### src/rtl/dac_write_scheduler.sv
// Round-robin scheduler sharing one SPI DAC serializer between channels.
// Latches per-channel codes, issues 16-bit commands, strobes ldac_n.
module dac_write_scheduler #(
  parameter int         NUM_CH      = 2,
  parameter logic [1:0] CFG_BITS    = 2'b11,
  parameter int         TIMEOUT_CYC = 64,
  parameter int         LDAC_CYC    = 2,
  parameter int         GAP_CYC     = 2
) (
  input  logic                 clk,
  input  logic                 reset,
  input  logic [NUM_CH-1:0]    wr_en,
  input  logic [NUM_CH*12-1:0] wr_data,
  input  logic                 clr_status,
  input  logic                 spi_busy,
  input  logic                 spi_done,
  output logic                 spi_start,
  output logic [15:0]          spi_word,
  output logic                 ldac_n,
  output logic [NUM_CH-1:0]    pending,
  output logic [NUM_CH-1:0]    overwrite,
  output logic                 timeout_err,
  output logic                 busy
);

  typedef enum logic [2:0] {
    IDLE, START, WAIT, LDAC, GAP
  } state_t;

  state_t            state;
  logic [15:0]       cnt;
  logic [1:0]        rr_ptr;
  logic [11:0]       shadow [NUM_CH];
  logic              grant;
  logic [1:0]        gnt_idx;
  logic [11:0]       gnt_code;
  logic [NUM_CH-1:0] gnt_oh;
  logic [NUM_CH-1:0] take;
  logic [1:0]        rr_next;

  function automatic int wrap(input int a);
    return (a >= NUM_CH) ? a - NUM_CH : a;
  endfunction

  // Lowest rotation offset from rr_ptr wins; it is assigned last.
  always_comb begin
    gnt_idx  = '0;
    gnt_code = '0;
    gnt_oh   = '0;
    for (int k = NUM_CH - 1; k >= 0; k--) begin
      for (int i = 0; i < NUM_CH; i++) begin
        if (i == wrap(int'(rr_ptr) + k) && pending[i]) begin
          gnt_idx   = 2'(i);
          gnt_code  = shadow[i];
          gnt_oh    = '0;
          gnt_oh[i] = 1'b1;
        end
      end
    end
    grant   = (state == IDLE) && (|pending) && !spi_busy;
    take    = grant ? gnt_oh : '0;
    rr_next = (gnt_idx == 2'(NUM_CH - 1)) ? 2'd0 : gnt_idx + 2'd1;
  end

  assign busy = (state != IDLE);

  always_ff @(posedge clk or posedge reset) begin
    if (reset) begin
      state       <= IDLE;
      cnt         <= '0;
      rr_ptr      <= '0;
      spi_start   <= 1'b0;
      spi_word    <= '0;
      ldac_n      <= 1'b1;
      pending     <= '0;
      overwrite   <= '0;
      timeout_err <= 1'b0;
      for (int i = 0; i < NUM_CH; i++) shadow[i] <= '0;
    end else begin
      for (int i = 0; i < NUM_CH; i++)
        if (wr_en[i]) shadow[i] <= wr_data[12*i +: 12];
      pending   <= (pending & ~take) | wr_en;
      overwrite <= (clr_status ? '0 : overwrite)
                 | (wr_en & pending & ~take);
      spi_start <= 1'b0;
      if (clr_status) timeout_err <= 1'b0;
      unique case (state)
        IDLE: begin
          if (grant) begin
            spi_word  <= {gnt_idx, CFG_BITS, gnt_code};
            rr_ptr    <= rr_next;
            spi_start <= 1'b1;
            state     <= START;
          end
        end
        START: begin
          cnt   <= '0;
          state <= WAIT;
        end
        WAIT: begin
          if (spi_done) begin
            cnt    <= '0;
            ldac_n <= 1'b0;
            state  <= LDAC;
          end else if (cnt == 16'(TIMEOUT_CYC - 1)) begin
            timeout_err <= 1'b1;
            cnt         <= '0;
            state       <= GAP;
          end else begin
            cnt <= cnt + 16'd1;
          end
        end
        LDAC: begin
          if (cnt == 16'(LDAC_CYC - 1)) begin
            ldac_n <= 1'b1;
            cnt    <= '0;
            state  <= GAP;
          end else begin
            cnt <= cnt + 16'd1;
          end
        end
        GAP: begin
          if (cnt == 16'(GAP_CYC - 1)) begin
            cnt   <= '0;
            state <= IDLE;
          end else begin
            cnt <= cnt + 16'd1;
          end
        end
        default: state <= IDLE;
      endcase
    end
  end

endmodule

### config.mk
export PLATFORM = sky130hd
export DESIGN_NAME = dac_write_scheduler
export DESIGN_NICKNAME = d
export VERILOG_FILES = /design/src/rtl/dac_write_scheduler.sv
export SDC_FILE = /design/constraint.sdc
export NUM_CORES = 1
export LEC_CHECK = 0
export BUFFER_PORTS_ARGS = -buffer_cell sky130_fd_sc_hd__buf_2
export CORE_ASPECT_RATIO = 1.2
export CORE_MARGIN = 1
export CORE_UTILIZATION = 55
export DETAILED_ROUTE_END_ITERATION = 6
export GPL_ROUTABILITY_DRIVEN = 0
export PLACE_DENSITY = 0.81
export RECOVER_POWER = 100
export SLEW_MARGIN = 30
export SYNTH_ARGS = -nofsm -noshare
export SYNTH_HDL_FRONTEND = slang
export SYNTH_SLANG_ARGS = --single-unit
### constraint.sdc
create_clock -name clk -period 4 [get_ports clk]
set_input_delay 0.8 -clock clk [delete_from_list [all_inputs] [get_ports clk]]
set_output_delay 0.8 -clock clk [all_outputs]
set_load 0.02 [all_outputs]
# After elaboration in Yosys (flattened, before gate mapping)
# Cells that the tools add are included.
totals:
  n_memories: 0
  regBits: 68
  mem_bits_rw: 0
  input_bits: 31
  rom_bits: 0
  latchBits: 0
  elab_cells: 91
op_classes:
  n_mux: 35
  n_div: 0
  n_reduce_logical: 18
  bitwise: 6
  addsub: 5
  magnitude_cmp: 2
  n_shift: 0
  eq_ne: 14
  n_mul: 0
ops:
  columns: ["operator", "count"]
  rows:
  - ["$eq 2x32->1 const A", 2]
  - ["$logic_not 32->1", 2]
  - ["$mux 32", 2]
  - ["$mux 12", 4]
  - ["$mux 16", 3]
  - ["$pmux 16 s3", 1]
  - ["$add 16x1->16 const B", 1]
  - ["$eq 16x1->1 const B", 1]
  - ["$eq 16x6->1 const B", 1]
  - ["$mux 2", 8]
  - ["$mux 3", 5]
  - ["$pmux 3 s5", 1]
  - ["$mux 1", 10]
  - ["$ne 2x2->1 const B", 4]
  - ["$and 2x2->2", 3]
  - ["$eq 3x2->1 const B", 2]
  - ["$logic_and 1x1->1", 6]
  - ["$reduce_bool 3->1", 2]
  - ["$or 2x2->2", 2]
  - ["$reduce_and 4->1", 1]
  - ["$reduce_or 2->1", 2]
  - ["$sub 3x2->4 const B", 1]
  - ["$add 2x1->3 const B", 1]
  - ["$eq 3x1->1 const B", 1]
  - ["14 further kinds", 14]

# Logic depth before layout (Yosys ltp)
# Gate-level depths: netlist (run 1).
logic_depth:
  depth_word: 13
  depth_mapped: 9
  depth_no_buf: 7

# Least setup slack after synthesis (run 1)
# No wires, ideal clock.
synth_path:
  kind: "register -> register"
  start: "register state[0]"
  end: "register spi_word[7]"
  setup_slack_ns: 1.917
  setup_time_ns: 0.127
  t_required_ns: 3.873
  path_stages_with_launch: 8
  synth_period_minus_slack_ns: 2.083
  arrival_ns: 1.956
  path_cell_list: "dfrtp_1 > buf_2 > or3_1 > or3_1 > buf_2 > buf_2 > a222oi_1 > inv_1"
synth_between:
  elab_chain_len: 4
synth_lines:
  columns: ["item", "line", "source"]
  rows:
  - ["start: declaration", "30", "state_t state;"]
  - ["start signal: assignment", "69", "state <= IDLE;"]
  - ["start signal: assignment", "93", "state <= START;"]
  - ["start signal: assignment", "98", "state <= WAIT;"]
  - ["$logic_not 3->1 (*)", "60, 87", null]
  - ["$logic_and 1x1->1 (2 in a row)", "60", "grant = (state == IDLE) && (|pending) && !spi_busy;"]
  - ["$reduce_and 2->1 (no line) (*)", null, null]
  - ["end signal: assignment", "90", "spi_word <= {gnt_idx, CFG_BITS, gnt_code};"]
  - ["end: declaration", "18", "output logic [15:0] spi_word,"]
# Every way passes the cells marked *; elsewhere a longest branch is shown, timed or not.
# A chain may end at the register's enable or synchronous reset.

# Worst setup path in the final report (run 1)
layout_path:
  start: "register state[1]"
  end: "register spi_word[0]"
# Same word-level chain as after synthesis.

==> flow_summary.yaml, run 1 <==
status:
  outcome: "complete, but fails checks"
  violations: "capacitance limit"
worst_setup_path:
  r2r-end: "spi_word[0]$_DFFE_PP0P_"
  r2r_cells: 6
  critical_path_class: "reg -> reg"
  cp_data_arrival_time_ns: 2.79
  path_max_fanout: 16
  reg2reg_from: "state[1]$_DFFE_PP0P_"
  r2r_setup_slack_ns: 1.50
  cp.required_ns: 4.28
  cp-end-kind: "flip-flop"
  cp-start-kind: "flip-flop"
drt:
  vias: 2216
  drt_iter0_drc: 183
  wire_per_inst_microns: 15.8
  wl_mm: 5.92
  route.antenna.remaining_nets: 0
  drc: 0
  routed_via_density: 5.93
  drt-pass1-iter-count: 5
flow_run:
  cap_violations: 1
synth:
  postSynthAreaPerCell_sq_um: 11.5
  netlist.area_leader.share: 0.545
  synth_edf_count: 0
  ys.flop_type: "dfrtp_1"
  synthTopCellsByArea: "dfrtp_1, mux2_2, a222oi_1"
  synth.largest_area_cell: "dfrtp_1"
  synth_cells: 256
  ys_types: 46
  yosysWarnings: 0
  yosysSeqAreaShare: 0.554
  synth_nets: 289
  synthArstFlopShare: 1.00
  synth.cell_area_sq_mm: 0.00294
  synth_seq_cells: 65
pwr:
  ir_worst_vdd_uv: 464
  p_seq_frac: 0.411
  intPower_w: 0.00140
  p_per_area_mw_per_mm2: 665
  power_frac_clock: 0.270
  leakage_nw: 1.56
  switching_share: 0.377
  total_power_w: 0.00225
  switching_power_w: 0.000850
  pwr-share-comb: 0.319
floorplan:
  rows: 28
  initial_core_util: 0.583
  die_height_microns: 82.1
  dieArea_sq_mm: 0.00564
  core_sq_mm: 0.00504
  fp.dieW_microns: 68.7
  io_pins: 55
timing:
  worst_slew_pin_slew_ns: 1.47
  fmax_mhz: 399
  slew_headroom: 0.0189
  rsz0062_at_grt: "no"
  setup_viol: 0
  totalNegativeSetupSlack_ns: 0
  period_minus_slack_ns: 2.50
  fin_crit_sh: 0.626
  finClkSkew_ns: 0.00762
  hold_violations: 0
  drv_slew: 0
clock_network:
  cts_buffers: 9
  postCtsSetupBuffers: 0
  clk_pin_slew_worst_paths_ns: 0.08
  postCtsHoldBufs: 0
  cts_root_buf: "clkbuf_8"
  h-tree-depth: 3
  clock_sinks: 65
  cts_resized: 0
  cts_tree: "done"
  cts_max_path_buffers: 2
  clk_latency_ns: 0.34
global_routing:
  grt_use_total: 0.235
  grt_max_degree: 41
  grt_pass1_wl_mm: 9.49
  grt_overflow: 0
  antenna_found_initial: 0
  grt_pass1_vias: 2053
layout:
  nFillCells: 424
  area_delta_synth_final_pct: 15.2
  diodes: 0
  layout-drive-gt1-share: 0.239
  nNetsFinal: 342
worst_hold_path:
  timing.hold.worst_endpoint: "spi_word[6]$_DFFE_PP0P_"
  holdCritStartpoint: "shadow[6]$_DFFE_PP0P_"
  whs_path_depth: 2
  hold_path_class: "reg -> reg"
placement:
  port-buffer-count: 53
  place_hpwl_mm: 4.05
==> cell usage after synthesis, drive strengths merged, types with 2 or more instances <==
cell,n
xnor2,2
buf,11
nor2b,2
a21o,3
nor4,4
inv,24
and3,5
a31oi,11
or3,3
a41oi,2
o22ai,2
ha,2
nand2,18
or4,2
o21ai,8
nand2b,4
nor2,10
dfrtp,64
a21oi,13
and4,2
nand3,10
nand4,2
a222oi,12
a22o,3
mux2,24
==> final cells by class <==
cell class                      count  area (sq um)  share of cell area
Timing Repair Buffer               54           241              0.0713
Inverter                           24          90.1              0.0266
Sequential cell                    65          1630               0.480
Clock inverter                      7          93.8              0.0277
Tap cell                           60          75.1              0.0222
Clock buffer                        9           124              0.0366
Multi-Input combinational cell    155          1140               0.335
==> critical path: stages, from the launching register on <==
cell and delay (ns):
dfrtp_1 0.45, or3_1 0.43, or3_1 0.59, inv_1 0.21, and3_1 0.46, a222oi_1 0.20
inv_1 0.10
==> worst max-delay path by stage <==
stage | startpoint | end | cells past startpoint
finish | state[1]$_DFFE_PP0P_ | spi_word[0]$_DFFE_PP0P_ | 6
floorplan | reset | cnt[0]$_DFFE_PP0P_ | 1
CTS | state[1]$_DFFE_PP0P_ | spi_word[0]$_DFFE_PP0P_ | 5
detailed placement | spi_busy | spi_word[0]$_DFFE_PP0P_ | 5
global placement | spi_busy | spi_word[0]$_DFFE_PP0P_ | 5
global route | state[0]$_DFFE_PP0P_ | spi_word[0]$_DFFE_PP0P_ | 6
==> per-layer routing <==
metal  wire length, microns  share of wire  global-route usage
met1                   2580           0.44               0.295
met2                   2950           0.50               0.371
met3                    261          0.044              0.0604
met4                    136          0.023               0.120
met5                      0              0                   0
==> power by group through the flow <==
stage          sequential (W)  clock (W)  combinational, W
2_1_floorplan        0.000995          0          0.000505
3_3_place_gp         0.000929          0          0.000721
3_5_place_dp         0.000931          0          0.000752
4_1_cts              0.000920   0.000623          0.000755
5_1_grt              0.000944   0.000645          0.000814
6_report             0.000926   0.000608          0.000719
==> state kept, by name, indices dropped and copies added (netlist names) <==
signal       flops
shadow          24
cnt             16
spi_word        14
state            3
overwrite        2
pending          2
ldac_n           1
rr_ptr           1
spi_start        1
timeout_err      1
==> through the flow <==
stage / worst slack (ns) / std cells / utilization / hold slack (ns) / instance area, sq um
2_1_floorplan: 1.58 / 256 / - / 0.452 / 2940
3_3_place_gp: 1.55 / 358 / 0.635 / 0.465 / 3210
3_5_place_dp: 1.46 / 358 / 0.635 / 0.473 / 3210
4_1_cts: 1.53 / 374 / 0.679 / 0.491 / 3420
5_1_grt: 1.35 / 374 / 0.672 / 0.517 / 3390
6_report: 1.50 / 374 / 0.672 / 0.492 / 3390
==> cell usage in the layout, fill, tap and decap left out, types with 2 or more instances in the layout <==
master and count:
o21ai_0 7, nand2b_1 4, and3_1 5, bufinv_16 2, buf_2 28, nand3_1 10
a22o_1 3, clkinvlp_4 2, and4_1 2, mux2_2 24, clkinv_2 2, or3_1 3
xnor2_1 2, clkbuf_1 25, a41oi_1 2, a31oi_1 11, dfrtp_1 64, ha_1 2
nor4_1 2, nand4_1 2, a222oi_1 12, a21oi_1 13, nand2_1 18, inv_1 24
nor2_1 10, a21o_1 3, clkbuf_8 9, nor2b_1 2
==> logic make-up (layout without fill, tap and decap cells) <==
group | after synthesis | count (layout) | synth area share
buffers and inverters | 36 | 94 | 0.0587
adders and majority gates | 2 | 2 | 0.00851
xor gates and xnor gates | 3 | 3 | 0.00894
AOI/OAI and AO/OA | 56 | 56 | 0.138
muxes | 24 | 24 | 0.0919
other | 1 | 1 | 0.00128
DFF | 65 | 65 | 0.554
and+or+nand+nor | 69 | 69 | 0.139
(Power assumes the default switching activity.)
==> run 2, diff against run 1 <==
--- a/config.mk
+++ b/config.mk
@@ -5,13 +5,14 @@
 export SDC_FILE = /design/constraint.sdc
 export NUM_CORES = 1
 export LEC_CHECK = 0
+export ABC_AREA = 1
 export BUFFER_PORTS_ARGS = -buffer_cell sky130_fd_sc_hd__buf_2
 export CORE_ASPECT_RATIO = 1.2
 export CORE_MARGIN = 1
-export CORE_UTILIZATION = 55
+export CORE_UTILIZATION = 51
 export DETAILED_ROUTE_END_ITERATION = 6
 export GPL_ROUTABILITY_DRIVEN = 0
-export PLACE_DENSITY = 0.81
+export PLACE_DENSITY = 0.78
 export RECOVER_POWER = 100
 export SLEW_MARGIN = 30
 export SYNTH_ARGS = -nofsm -noshare
==> constraint.sdc (replaced) <==
create_clock -name clk -period 2.3 [get_ports clk]
set_input_delay 0.46 -clock clk [delete_from_list [all_inputs] [get_ports clk]]
set_output_delay 0.46 -clock clk [all_outputs]
set_load 0.02 [all_outputs]
==> run 2 against run 1 <==
Compared with the run above: sequential power increased by 66%; worst hold slack got worse by 0.16 ns; worst setup slack got worse by 1.1 ns; critical path depth decreased by 3; count of clock-buffer cells in the layout increased by 2; final cell count increased by 47%; clock skew increased by 0.0020 ns; global-route usage decreased by 2.3 points; sequential cell count unchanged; the flow finishes with violations (capacitance limit, slew limit); sequential share of layout area decreased by 4.1 points.
==> flow_summary.yaml, run 2 <==
timing:
  timing.final.ws_setup_ns: 0.374
  fin_crit_sh: 0.837
  period_minus_slack_ns: 1.93
  hold_slack_ns: 0.330
  rsz0062_at_grt: "no"
  setup_viol: 0
  fmax_mhz: 519
  worst_slew_pin_slew_ns: 1.58
  hold_violations: 0
  finClkSkew_ns: 0.00958
  drv_slew: 66
  totalNegativeSetupSlack_ns: 0
  slew_headroom: -0.0552
synth:
  postSynthAreaPerCell_sq_um: 8.31
  synthSimpleGateAreaFrac: 0.346
  synth_top_family_by_area: "simple AND/OR/NAND/NOR gates"
  synth_seq_cells: 65
  synth-xor-area-share: 0.0208
  synthTopCellsByArea: "dfrtp_1, nand2_1, nand2_2"
  synth_most_common_cell: "nand2_1"
  synth.largest_area_cell: "dfrtp_1"
  synth_mux_area_frac: 0
  synth_nets: 439
  yosysWarnings: 0
  ys_types: 35
  synth.cell_area_sq_mm: 0.00337
  ys.flop_type: "dfrtp_1"
  synthAdderAreaFrac: 0.00742
  synthArstFlopShare: 1.00
  synth_compound_area_frac: 0.0631
  yosysSeqAreaShare: 0.483
  synthTopCellsByCount: "nand2_1, dfrtp_1, inv_1"
  netlist.area_leader.share: 0.475
  synth_edf_count: 0
  synth_cells: 406
drt:
  drc: 0
  routed_via_density: 4.87
  route.antenna.remaining_nets: 0
  drt_iter0_drc: 192
  wl_mm: 6.84
  wire_per_inst_microns: 12.5
  vias: 2669
  drt-pass1-iter-count: 4
status:
  violations: "capacitance limit, slew limit"
  outcome: "complete, but fails checks"
worst_hold_path:
  hold_path_class: "in -> reg"
global_routing:
  antenna_found_initial: 0
  grt_use_total: 0.212
  grt_pass1_vias: 2570
  grt_pass1_wl_mm: 11.5
  grt_max_degree: 66
  grt_overflow: 0
worst_setup_path:
  critPathBufInv: 1
  cp-start-kind: "flip-flop"
  path_max_fanout: 4
  cp-end-kind: "output pin"
  slowest_stage: "dfrtp_1"
  cp_slowest_stage_delay_ns: 0.44
  path_cells: "nor2_1 > nand2_1 > clkbuf_1"
  cp_data_arrival_time_ns: 1.47
  cp.required_ns: 1.84
  critical_path_class: "reg -> out"
  crit_family: "simple AND/OR/NAND/NOR gates"
clock_network:
  cts_resized: 0
  cts_root_buf: "clkbuf_8"
  h-tree-depth: 3
  postCtsSetupBuffers: 0
  cts_buffers: 9
  postCtsHoldBufs: 0
  clock_sinks: 65
  clk_pin_slew_worst_paths_ns: 0.07
  cts_tree: "done"
  cts_max_path_buffers: 2
  clk_latency_ns: 0.34
layout:
  final_common_cell: "nand2_1"
  reg_top3: "shadow: 24 flops, cnt: 16 flops, spi_word: 14 flops"
  ff_latch_area_sq_mm: 0.00163
  diodes: 0
  nNetsFinal: 491
  largest_register_ffs: 24
  mostFrequentLayoutCells: "nand2_1, dfrtp_1, inv_1"
  layout-drive-gt1-share: 0.166
  area_delta_synth_final_pct: 9.87
  nFillCells: 609
  multiInputGateArea_sq_mm: 0.00138
  regMostFlops: "shadow"
pwr:
  leakage_nw: 2.01
  p_seq_frac: 0.408
  ir_worst_vdd_uv: 444
  power_frac_clock: 0.251
  intPower_w: 0.00226
  switching_power_w: 0.00151
  p_per_area_mw_per_mm2: 1020
  switching_share: 0.400
  pwr-share-comb: 0.341
  total_power_w: 0.00377
placement:
  place_hpwl_mm: 4.80
  preCtsSetupSlack_ns: 0.711
  port-buffer-count: 53
floorplan:
  fp.dieW_microns: 76.2
  rows: 32
  core_sq_mm: 0.00641
  initial_core_util: 0.526
  io_pins: 55
  dieArea_sq_mm: 0.00694
  die_height_microns: 91.1
flow_run:
  cap_violations: 1
[run 2: final cells by class]
| cell class | instances | area share |
|---|---|---|
| Clock buffer | 11 | 0.0355 |
| Clock inverter | 5 | 0.0152 |
| Tap cell | 85 | 0.0287 |
| Inverter | 42 | 0.0436 |
| Sequential cell | 65 | 0.439 |
| Multi-Input combinational cell | 286 | 0.373 |
| Timing Repair Buffer | 54 | 0.0645 |
[run 2: power groups by stage]
stage / clock network (W) / logic [W] / registers, W
floorplan: 0 / 0.000994 / 0.00171
global route: 0.00102 / 0.00143 / 0.00156
global placement: 0 / 0.00138 / 0.00155
CTS: 0.000972 / 0.00142 / 0.00154
detailed placement: 0 / 0.00142 / 0.00156
finish: 0.000946 / 0.00128 / 0.00154
[run 2: stage by stage]
| step | utilization | area [sq um] | cells |
|---|---|---|---|
| 2_1_floorplan | - | 3370 | 406 |
| 3_3_place_gp | 0.571 | 3660 | 532 |
| 3_5_place_dp | 0.571 | 3660 | 532 |
| 4_1_cts | 0.600 | 3850 | 548 |
| 5_1_grt | 0.578 | 3700 | 548 |
| 6_report | 0.578 | 3700 | 548 |
[run 2: path summary, 6_finish.rpt]
path | start | end | slack, ns | cells after the start
max reg2reg | cnt[0]$_DFFE_PP0P_ | cnt[9]$_DFFE_PP0P_ | 0.47 | 8
min in group asynchronous | reset | cnt[4]$_DFFE_PP0P_ | 0.66 | 3
min | wr_data[10] | shadow[22]$_DFFE_PP0P_ | 0.33 | 3
max in group asynchronous | reset | shadow[23]$_DFFE_PP0P_ | 0.70 | 3
min reg2reg | shadow[12]$_DFFE_PP0P_ | shadow[12]$_DFFE_PP0P_ | 0.47 | 2
max | state[0]$_DFFE_PP0P_ | busy | 0.37 | 3
[run 2: logic make-up (layout without fill, tap and decap cells)]
group / count (synthesis) / in the layout
buf+inv: 55 / 112
simple gates: 248 / 248
flops: 65 / 65
fa+ha+maj: 2 / 2
other cells: 1 / 1
compound gates: 27 / 27
xor+xnor: 8 / 8
[run 2: worst register-to-register path, stage by stage, from the launching register on]
cell and delay, ns:
dfrtp_1 0.40, ha_1 0.20, nand3_1 0.14, nor2_1 0.29
nand3_1 0.16, nand2_1 0.20, nand2_4 0.17, nand2_1 0.11
nand2_1 0.05
[run 2: per-layer routing]
layer  up-vias  track usage  share of wire
met3        13       0.0322          0.038
met2        65        0.365           0.50
met5         -            0              0
met1      1235        0.253           0.44
li1       1356            -              -
met4         0        0.117          0.021
